**src/rtl/cast_injector_if.sv**
```systemverilog
// Handshake bundle between the compute tile / router port and cast_injector.
interface cast_injector_if #(
  parameter int VN = 4,
  parameter int DW = 8
);
  logic [VN-1:0][DW-1:0] data_i;
  logic [VN-1:0]         valid_i;
  logic [VN-1:0]         ready_o;
  logic [VN-1:0]         vc_o;
  logic [DW-1:0]         data_o;
  logic                  valid_o;
  logic                  ready_i;

  modport slave (
    input  data_i, valid_i, ready_i,
    output ready_o, vc_o, data_o, valid_o
  );

  modport master (
    output data_i, valid_i, ready_i,
    input  ready_o, vc_o, data_o, valid_o
  );
endinterface

```
**src/rtl/cast_injector.sv**
```systemverilog
// cast_injector: per-VC FIFOs, round-robin arbiter and a registered output stage.
// Optional output stall counter enabled by defining CAST_INJ_STALL_CNT_EN.

module cast_inj_fifo #(
  parameter int DW    = 8,
  parameter int DEPTH = 4
) (
  input  logic          clk,
  input  logic          rstn,
  input  logic          push,
  input  logic [DW-1:0] wdata,
  input  logic          pop,
  output logic [DW-1:0] head,
  output logic          full,
  output logic          empty
);
  localparam int AW = $clog2(DEPTH);

  logic [DW-1:0] mem [DEPTH];
  logic [AW-1:0] rptr, wptr;
  logic [AW:0]   cnt;

  always_ff @(posedge clk or negedge rstn) begin
    if (!rstn) begin
      rptr <= '0;
      wptr <= '0;
      cnt  <= '0;
    end else begin
      if (push) wptr <= wptr + AW'(1);
      if (pop)  rptr <= rptr + AW'(1);
      case ({push, pop})
        2'b10:   cnt <= cnt + (AW+1)'(1);
        2'b01:   cnt <= cnt - (AW+1)'(1);
        default: cnt <= cnt;
      endcase
    end
  end

  // Storage carries no reset; occupancy alone defines what is valid.
  always_ff @(posedge clk) begin
    if (push) mem[wptr] <= wdata;
  end

  assign head  = mem[rptr];
  assign full  = (cnt == (AW+1)'(DEPTH));
  assign empty = (cnt == '0);
endmodule

module cast_injector #(
  parameter int VN         = 4,
  parameter int DW         = 8,
  parameter int FIFO_DEPTH = 4
) (
  input  logic           clk,
  input  logic           rstn,
  cast_injector_if.slave bus
`ifdef CAST_INJ_STALL_CNT_EN
  ,output logic [31:0]   stall_cnt_o
`endif
);
  localparam int LW = (VN > 1) ? $clog2(VN) : 1;

  logic [VN-1:0]         full, empty, pop;
  logic [VN-1:0][DW-1:0] head;
  logic [LW-1:0]         last_grant, gidx, arb_idx;
  logic                  free, load, arb_hit;
  int                    arb_j;

  assign free        = !bus.valid_o || bus.ready_i;
  assign load        = free && arb_hit;
  assign bus.ready_o = ~full;

  for (genvar v = 0; v < VN; v++) begin : g_vc
    assign pop[v] = load && (gidx == LW'(v));
    cast_inj_fifo #(.DW(DW), .DEPTH(FIFO_DEPTH)) u_fifo (
      .clk   (clk),
      .rstn  (rstn),
      .push  (bus.valid_i[v] && bus.ready_o[v]),
      .wdata (bus.data_i[v]),
      .pop   (pop[v]),
      .head  (head[v]),
      .full  (full[v]),
      .empty (empty[v])
    );
  end

  // Search starts one past the last winner; first non-empty VC wins.
  always_comb begin
    arb_hit = 1'b0;
    gidx    = '0;
    arb_j   = 0;
    arb_idx = '0;
    for (int i = 0; i < VN; i++) begin
      arb_j = int'(last_grant) + 1 + i;
      if (arb_j >= VN) arb_j = arb_j - VN;
      arb_idx = LW'(arb_j);
      if (!arb_hit && !empty[arb_idx]) begin
        arb_hit = 1'b1;
        gidx    = arb_idx;
      end
    end
  end

  always_ff @(posedge clk or negedge rstn) begin
    if (!rstn) begin
      bus.valid_o <= 1'b0;
      bus.vc_o    <= '0;
      bus.data_o  <= '0;
      last_grant  <= LW'(VN - 1);
    end else if (free) begin
      if (arb_hit) begin
        bus.valid_o <= 1'b1;
        bus.vc_o    <= VN'(1) << gidx;
        bus.data_o  <= head[gidx];
        last_grant  <= gidx;
      end else begin
        bus.valid_o <= 1'b0;
      end
    end
  end

`ifdef CAST_INJ_STALL_CNT_EN
  always_ff @(posedge clk or negedge rstn) begin
    if (!rstn)
      stall_cnt_o <= '0;
    else if (bus.valid_o && !bus.ready_i && (stall_cnt_o != 32'hFFFF_FFFF))
      stall_cnt_o <= stall_cnt_o + 32'd1;
  end
`endif
endmodule

```
**src/flat_wrapper.sv**
```systemverilog
// flat-port wrapper written by rule: the top's interface ports become plain ports
module cast_injector_flat 
#(
  parameter int VN         = 4,
  parameter int DW         = 8,
  parameter int FIFO_DEPTH = 4
)
  (clk, rstn, bus_data_i, bus_valid_i, bus_ready_i, bus_ready_o, bus_vc_o, bus_data_o, bus_valid_o);
  cast_injector_if #(.VN(VN), .DW(DW)) bus_i ();
  input  logic clk;
  input  logic rstn;
  input wire logic [$bits(bus_i.data_i)-1:0] bus_data_i;
  input wire logic [$bits(bus_i.valid_i)-1:0] bus_valid_i;
  input wire logic [$bits(bus_i.ready_i)-1:0] bus_ready_i;
  output wire logic [$bits(bus_i.ready_o)-1:0] bus_ready_o;
  output wire logic [$bits(bus_i.vc_o)-1:0] bus_vc_o;
  output wire logic [$bits(bus_i.data_o)-1:0] bus_data_o;
  output wire logic [$bits(bus_i.valid_o)-1:0] bus_valid_o;
  assign bus_i.data_i = bus_data_i;
  assign bus_i.valid_i = bus_valid_i;
  assign bus_i.ready_i = bus_ready_i;
  assign bus_ready_o = bus_i.ready_o;
  assign bus_vc_o = bus_i.vc_o;
  assign bus_data_o = bus_i.data_o;
  assign bus_valid_o = bus_i.valid_o;
  cast_injector #(.VN(VN), .DW(DW), .FIFO_DEPTH(FIFO_DEPTH)) u_core (.clk(clk), .rstn(rstn), .bus(bus_i));
endmodule
```
**config.mk**
```make
export PLATFORM = sky130hd
export DESIGN_NAME = cast_injector_flat
export DESIGN_NICKNAME = d
export VERILOG_FILES = /design/src/rtl/cast_injector_if.sv /design/src/rtl/cast_injector.sv /design/src/flat_wrapper.sv
export SDC_FILE = /design/constraint.sdc
export NUM_CORES = 1
export LEC_CHECK = 0
export CAP_MARGIN = 5
export CORE_ASPECT_RATIO = 1.75
export CORE_MARGIN = 2
export CORE_UTILIZATION = 55
export CTS_CLUSTER_SIZE = 8
export DETAILED_ROUTE_END_ITERATION = 6
export DONT_BUFFER_PORTS = 1
export PLACE_DENSITY_LB_ADDON = 0.12
export REMOVE_ABC_BUFFERS = 1
export SLEW_MARGIN = 10
export SYNTH_ARGS = -nofsm -noshare
export SYNTH_HDL_FRONTEND = slang
export SYNTH_SLANG_ARGS = --single-unit
```
**constraint.sdc**
```tcl
create_clock -name clk -period 3.45 [get_ports clk]
set_input_delay 0.345 -clock clk [delete_from_list [all_inputs] [get_ports clk]]
set_output_delay 0.345 -clock clk [all_outputs]
set_load 0.005 [all_outputs]
```
Yosys cells after proc, flatten, opt, wreduce, memory -nomap -nowiden
Memories as Yosys holds them, arrays and structs flattened. Index checks and enable logic that the tools add are counted.

Memories: 4. Output and inout port bits: 17. Flip-flop bits (word level): 43. RAM bits: 128. Bits of input ports: 39.

Memories: u_core.g_vc[0].u_fifo.mem (words 4, width 8, read ports 1, clocked after memory_dff 0, wr ports 1, line cast_injector.sv:19) `logic [DW-1:0] mem [DEPTH];`; u_core.g_vc[1].u_fifo.mem (words 4, width 8, read ports 1, clocked after memory_dff 0, wr ports 1, line cast_injector.sv:19); u_core.g_vc[2].u_fifo.mem (words 4, width 8, read ports 1, clocked after memory_dff 0, wr ports 1, line cast_injector.sv:19); u_core.g_vc[3].u_fifo.mem (words 4, width 8, read ports 1, clocked after memory_dff 0, wr ports 1, line cast_injector.sv:19).

Equality and inequality tests: 15. Order comparisons: 9. Bitwise operators: 1. Add/subtract/negate cells: 24. Shift-type cells: 1. Reductions and logical operators: 29. Mux-type cells: 35.

Operators by type and width (count): greater-or-equal comparator 32 x 4 -> 1 bit, second input constant (3); one-hot mux 3 bit (2 select lines) (4); 2-to-1 mux 1 bit (17); adder 2 x 1 -> 2 bit, second input constant (8); binary-select mux 8 bit (select 2 bit) (1); 2-to-1 mux 2 bit (8); < comparator 2 x 3 -> 1 bit, second input constant (5); adder 3 x 1 -> 3 bit, second input constant (4); equality test 2 bit, second input constant (6); equality test 3 bit, second input constant (4); logical AND 1 bit (12); logical NOT 3 bit (4); subtractor 3 x 1 -> 3 bit, second input constant (4); equality test 2 x 1 -> 1 bit, second input constant (5); adder 3 x 2 -> 4 bit, second input constant (2); binary-select mux 1 bit (select 2 bit) (4); 2-to-1 mux 8 bit (1); nonzero test 2 bit (4); subtractor 2 x 1 -> 2 bit, second input constant (4); logical NOT 1 bit (6); adder 3 x 1 -> 4 bit, second input constant (1); inverter 4 bit (1); << shifter 1 x 2 -> 4 bit, first input constant (1); adder 2 x 1 -> 3 bit, second input constant (1); 4 further kinds (4).

Logic depth before layout (Yosys ltp)
Word-level depth: 19. Gate-level depth with buffers: 13. Mapped depth without buffers: 12.

Modules after synthesis
A second synthesis with hierarchy kept.

Cell total of the unflattened synthesis: 411. Area, all modules: 7134.3 µm².

By module, submodules not included: cast_inj_fifo (u_core.g_vc[0].u_fifo ...) (times used 2, area each 1552.7 µm², cells each 78); cast_inj_fifo (u_core.g_vc[1].u_fifo ...) (times used 2, area each 1551.5 µm², cells each 79); cast_injector (times used 1, area each 925.9 µm², cells each 97).

Worst setup path before layout
Ideal clock, no wire load.

Kind: register -> register. Start point: register u_core.g_vc[1].u_fifo.cnt[2]. End point: register u_core.g_vc[2].u_fifo.cnt[2]. Arrival time: 2.550 ns. Data required time: 3.371 ns. Slack: 0.820 ns. Clock period less this slack: 2.630 ns. Path buffers: 1. Library setup time: 0.079 ns. Cell stages (with the launch flop): 13. Cell sequence: dfrtp_1 > or3_4 > a22oi_2 > nand3_2 > buf_2 > inv_1 > and2_1 > ha_1 > inv_1 > fa_1 > xor2_1 > nor2_1 > xor2_1.

Word-level cells in the longest chain between the ends: 16.

RTL lines: start, declared (line cast_injector.sv:21) `logic [AW:0] cnt;`; start signal, assigned (line cast_injector.sv:32) `2'b10: cnt <= cnt + (AW+1)'(1);`; start signal, assigned (line cast_injector.sv:33) `2'b01: cnt <= cnt - (AW+1)'(1);`; start signal, assigned (line cast_injector.sv:34) `default: cnt <= cnt;`; logical NOT 3 bit * (line cast_injector.sv:46) `assign empty = (cnt == '0);`; binary-select mux 1 bit (select 2 bit) (line cast_injector.sv:97) `if (!arb_hit && !empty[arb_idx]) begin`; 2-to-1 mux 1 bit (not written as such) (line cast_injector.sv:97); logical NOT 1 bit (line cast_injector.sv:97); logical AND 1 bit (line cast_injector.sv:97); 2-to-1 mux 1 bit (line cast_injector.sv:97); logical NOT 1 bit (line cast_injector.sv:97); logical AND 1 bit (line cast_injector.sv:97); 2-to-1 mux 1 bit (line cast_injector.sv:97); logical NOT 1 bit (line cast_injector.sv:97); logical AND 1 bit (line cast_injector.sv:97); 2-to-1 mux 2 bit / 2-to-1 mux 1 bit (equally long branches) (line cast_injector.sv:97); equality test 2 bit / logical AND 1 bit (equally long branches) (line cast_injector.sv:74, cast_injector.sv:70); logical AND 1 bit * (line cast_injector.sv:74) `assign pop[v] = load && (gidx == LW'(v));`; named net u_core.g_vc[2].u_fifo.pop (line cast_injector.sv:12) `input logic pop,`; equality test 2 x 1 -> 1 bit / equality test 2 bit (equally long branches) (line cast_injector.sv:31) `case ({push, pop})`; one-hot mux 3 bit (2 select lines) / nonzero test 2 bit (equally long branches); end signal, assigned (line cast_injector.sv:32); end signal, assigned (line cast_injector.sv:33); end signal, assigned (line cast_injector.sv:34); end, declared (line cast_injector.sv:21).

The timed path passes the listed nets; every way through them passes the cells marked *. The select of a mux whose other input is x is not followed. A chain may end at the register's enable or synchronous reset.

Final worst setup path
Start point: register u_core.g_vc[3].u_fifo.cnt[0]. End point: register u_core.g_vc[0].u_fifo.cnt[2].

Word-level cells in the longest chain between the ends: 16.

RTL lines (line): start, declared (cast_injector.sv:21); start signal, assigned (cast_injector.sv:32); start signal, assigned (cast_injector.sv:33); start signal, assigned (cast_injector.sv:34); logical NOT 3 bit * (cast_injector.sv:46); binary-select mux 1 bit (select 2 bit) (cast_injector.sv:97); 2-to-1 mux 1 bit (not written as such) (cast_injector.sv:97); logical NOT 1 bit (cast_injector.sv:97); logical AND 1 bit (cast_injector.sv:97); 2-to-1 mux 1 bit (cast_injector.sv:97); logical NOT 1 bit (cast_injector.sv:97); logical AND 1 bit (cast_injector.sv:97); 2-to-1 mux 1 bit (cast_injector.sv:97); logical NOT 1 bit (cast_injector.sv:97); logical AND 1 bit (cast_injector.sv:97); 2-to-1 mux 2 bit / 2-to-1 mux 1 bit (equally long branches) (cast_injector.sv:97); logical NOT 2 bit / logical AND 1 bit (equally long branches) (cast_injector.sv:74, cast_injector.sv:70); logical AND 1 bit * (cast_injector.sv:74); named net u_core.g_vc[0].u_fifo.pop (cast_injector.sv:12); equality test 2 x 1 -> 1 bit / equality test 2 bit (equally long branches) (cast_injector.sv:31); one-hot mux 3 bit (2 select lines) / nonzero test 2 bit (equally long branches); end signal, assigned (cast_injector.sv:32); end signal, assigned (cast_injector.sv:33); end signal, assigned (cast_injector.sv:34); end, declared (cast_injector.sv:21).

Marks and branches as above.

==> results.cfg <==
[clock_network]
cts_buffer_depth = 2
tritoncts = built
ctsResizeCount = 0
ctsHoldBuffers = 2
post_cts_buffers = 0
clock_sinks = 171
htreeDepth = 4
cts.clk_slew.worst_paths_ns = 0.06
clk_latency_ns = 0.41
clock_tree.root_cell = clkbuf_16
cts_inserted_buffers = 17

[sta]
holdWs_ns = 0.0235
fin_skew_ns = 0.00803
slew_headroom = 0.580
setup_tns_ns = 0
worstMarginPinSlew_ns = 0.630
fin_ws_ns = 0.554
clock.fmax_mhz = 345
setup_viol = 0
slew_viol_final = 0
final-hold-violation-count = 0
layout_min_cycle_time_ns = 2.90
rsz0062_at_grt = false
fin_crit_sh = 0.839

[yosys]
syn_inst = 413
yosysWarnings = 0
synth_area_leaders = edfxtp_1, dfrtp_1, mux4_2
ys_types = 40
async_reset_ff_frac = 0.251
synth_area_sq_um = 7220
synth-seq-cells = 171
synth-edff-count = 128
synth_top_cell_area_share = 0.532
syn_avg_cell_area_sq_um = 17.5
ys_seq_area_frac = 0.681
ys.flop_type = edfxtp_1
synth_top_area_cell = edfxtp_1

[setup_path]
crit_type = register to register
r2r_cells = 11
critPathArrivalTime_ns = 3.23
cp.depth = 11
timing.rr.start = u_core.g_vc[3].u_fifo.cnt[0]
cp_num_buf_inv = 1
reg2reg_setup_slack_ns = 0.55
cp-end-kind = register
rr_endpoint = u_core.g_vc[0].u_fifo.cnt[2]
required_ns = 3.78
cpPeakStageDelay_ns = 0.46
cpLargestDelayFamily = simple AND/OR/NAND/NOR gates
path_cells = nor3_1 > nor2_1 > o31ai_1 > o21ba_2 > and2_1 > ha_1 > inv_1 > fa_1 > xor2_1 > nor2_1 > xor2_1
crit_fanout = 4
cp_slowest_cell = nor3_1
start_kind = register

[floorplan]
rows = 55
dieHeight_um = 156
fp.dieW_um = 90.6
die_area_sq_um = 14100
coreArea_sq_um = 12900
ios = 56
initial_core_util = 0.561

[route]
wirelength_mm = 12.4
wl_per_cell_um = 20.3
first_iter_violations = 123
vias_per_cell = 5.56
firstDrtPassIters = 4
drc = 0
antenna_left = 0
vias = 3387

[power_and_ir_drop]
power.density_nw_per_um2 = 941
power.leakage_nw = 3.01
power_mw = 7.53
max-vdd-ir-drop_v = 0.000542

[layout]
nNetsFinal = 488
area_growth_pct = 10.9
drive_gt1_frac = 0.221
fillers = 944
diodes = 0
multi_input_area_sq_um = 2130
seq_area_sq_um = 4920

[grt]
grt_pass1_wl_mm = 20.2
grt.total_usage = 0.192
overflow = 0
grt_pass1_vias = 3771
antenna_found_initial = 0
grt_start_max_net_pins = 44

[place]
place_ws_ns = 0.642
port_buffers = 0
dp_hpwl_mm = 9.27
gp_congestion = 0.813

[min_path]
hp-start = bus_data_i[30]
hold_class = primary input to register
min_delay_path_depth = 0
whs_endpoint = u_core.g_vc[3].u_fifo.mem[3][6]

[status]
run_status = finished clean

[run]
maxCapViolCount = 0
layout by cell type (no fill, tap or decap), types with 3 or more instances in the layout:
cell type,n
edfxtp_1,128
dfrtp_1,41
mux4_2,32
inv_1,27
nand2_1,27
ha_1,20
clkbuf_16,17
and3_1,16
xnor2_1,13
xor2_1,11
a22oi_2,8
nand3_1,8
nor2_1,7
mux2_4,7
and2_1,6
o21ai_0,6
mux2_1,5
clkinvlp_4,5
buf_4,5
mux2_2,4
a21o_1,4
fa_1,4
nor3_2,3
mux2i_1,3
inv_6,3
cell families after synthesis:
logic type,share of synthesized area
DFF,0.681
and+or+nand+nor,0.0572
buffers and inverters,0.0244
muxes,0.132
AOI/OAI and AO/OA,0.0298
adders and majority gates,0.0457
xor gates and xnor gates,0.0291
registers in the layout (all words and copies together), names as in the netlist:
name	flops
u_core.bus.data_o	8
u_core.bus.valid_o	1
u_core.bus.vc_o	4
u_core.g_vc.u_fifo.cnt	12
u_core.g_vc.u_fifo.mem	128
u_core.g_vc.u_fifo.rptr	8
u_core.g_vc.u_fifo.wptr	8
u_core.last_grant	2
synthesized netlist by cell type (all sizes together), types with 5 or more instances:
master / number
a22oi: 9
and2: 7
and3: 16
buf: 12
dfrtp: 41
edfxtp: 128
ha: 20
inv: 27
mux2: 16
mux4: 32
nand2: 27
nand3: 9
nor2: 7
nor3: 5
o21ai: 6
xnor2: 13
xor2: 11
worst max path at each step:
stage | slack, ns | endpoint | startpoint
3_5_place_dp | 0.64 | u_core.g_vc[0].u_fifo.cnt[2] | u_core.g_vc[3].u_fifo.cnt[1]
5_1_grt | 0.37 | u_core.g_vc[0].u_fifo.cnt[2] | u_core.g_vc[3].u_fifo.cnt[0]
3_3_place_gp | 0.68 | u_core.g_vc[0].u_fifo.cnt[2] | u_core.g_vc[3].u_fifo.cnt[1]
4_1_cts | 0.59 | u_core.g_vc[0].u_fifo.cnt[2] | u_core.g_vc[3].u_fifo.cnt[0]
6_report | 0.55 | u_core.g_vc[0].u_fifo.cnt[2] | u_core.g_vc[3].u_fifo.cnt[0]
2_1_floorplan | 0.43 | u_core.g_vc[3].u_fifo.cnt[2] | u_core.g_vc[1].u_fifo.cnt[2]
through the flow:
step,cell area [sq um],util,std cells
final,8010,0.622,609
after global routing,8010,0.622,609
after CTS,8010,0.622,609
after detailed placement,7400,0.575,575
after global placement,7400,0.575,575
after floorplan,7150,-,399
report_power, final:
| group | internal [mW] | total, mW | switching (mW) |
|---|---|---|---|
| Clock | 1.04 | 1.81 | 0.766 |
| Sequential | 2.82 | 3.31 | 0.484 |
| Combinational | 1.24 | 2.42 | 1.18 |
| Total | 5.10 | 7.53 | 2.43 |
worst register-to-register path, cell delays in order, from the launching register on:
cell	delay, ns
dfrtp_1	0.41
nor3_1	0.46
nor2_1	0.09
o31ai_1	0.32
o21ba_2	0.21
and2_1	0.22
ha_1	0.21
inv_1	0.07
fa_1	0.42
xor2_1	0.15
nor2_1	0.11
xor2_1	0.15
metal layers:
metal | up-vias | GRT usage | wire (um)
li1 | 1568 | - | -
met1 | 1739 | 0.208 | 4470
met2 | 67 | 0.353 | 7070
met3 | 13 | 0.0618 | 658
met4 | 0 | 0.0659 | 197
met5 | - | 0 | 0
final cells by class:
type | count | share of cell area
inverters | 27 | 0.0127
well taps | 171 | 0.0267
repair buffers | 7 | 0.00937
clock buffers | 21 | 0.0575
multi-input cells | 201 | 0.265
clock inverters | 11 | 0.0137
flip-flops and latches | 171 | 0.615
Power figures use the tool's default switching activity.
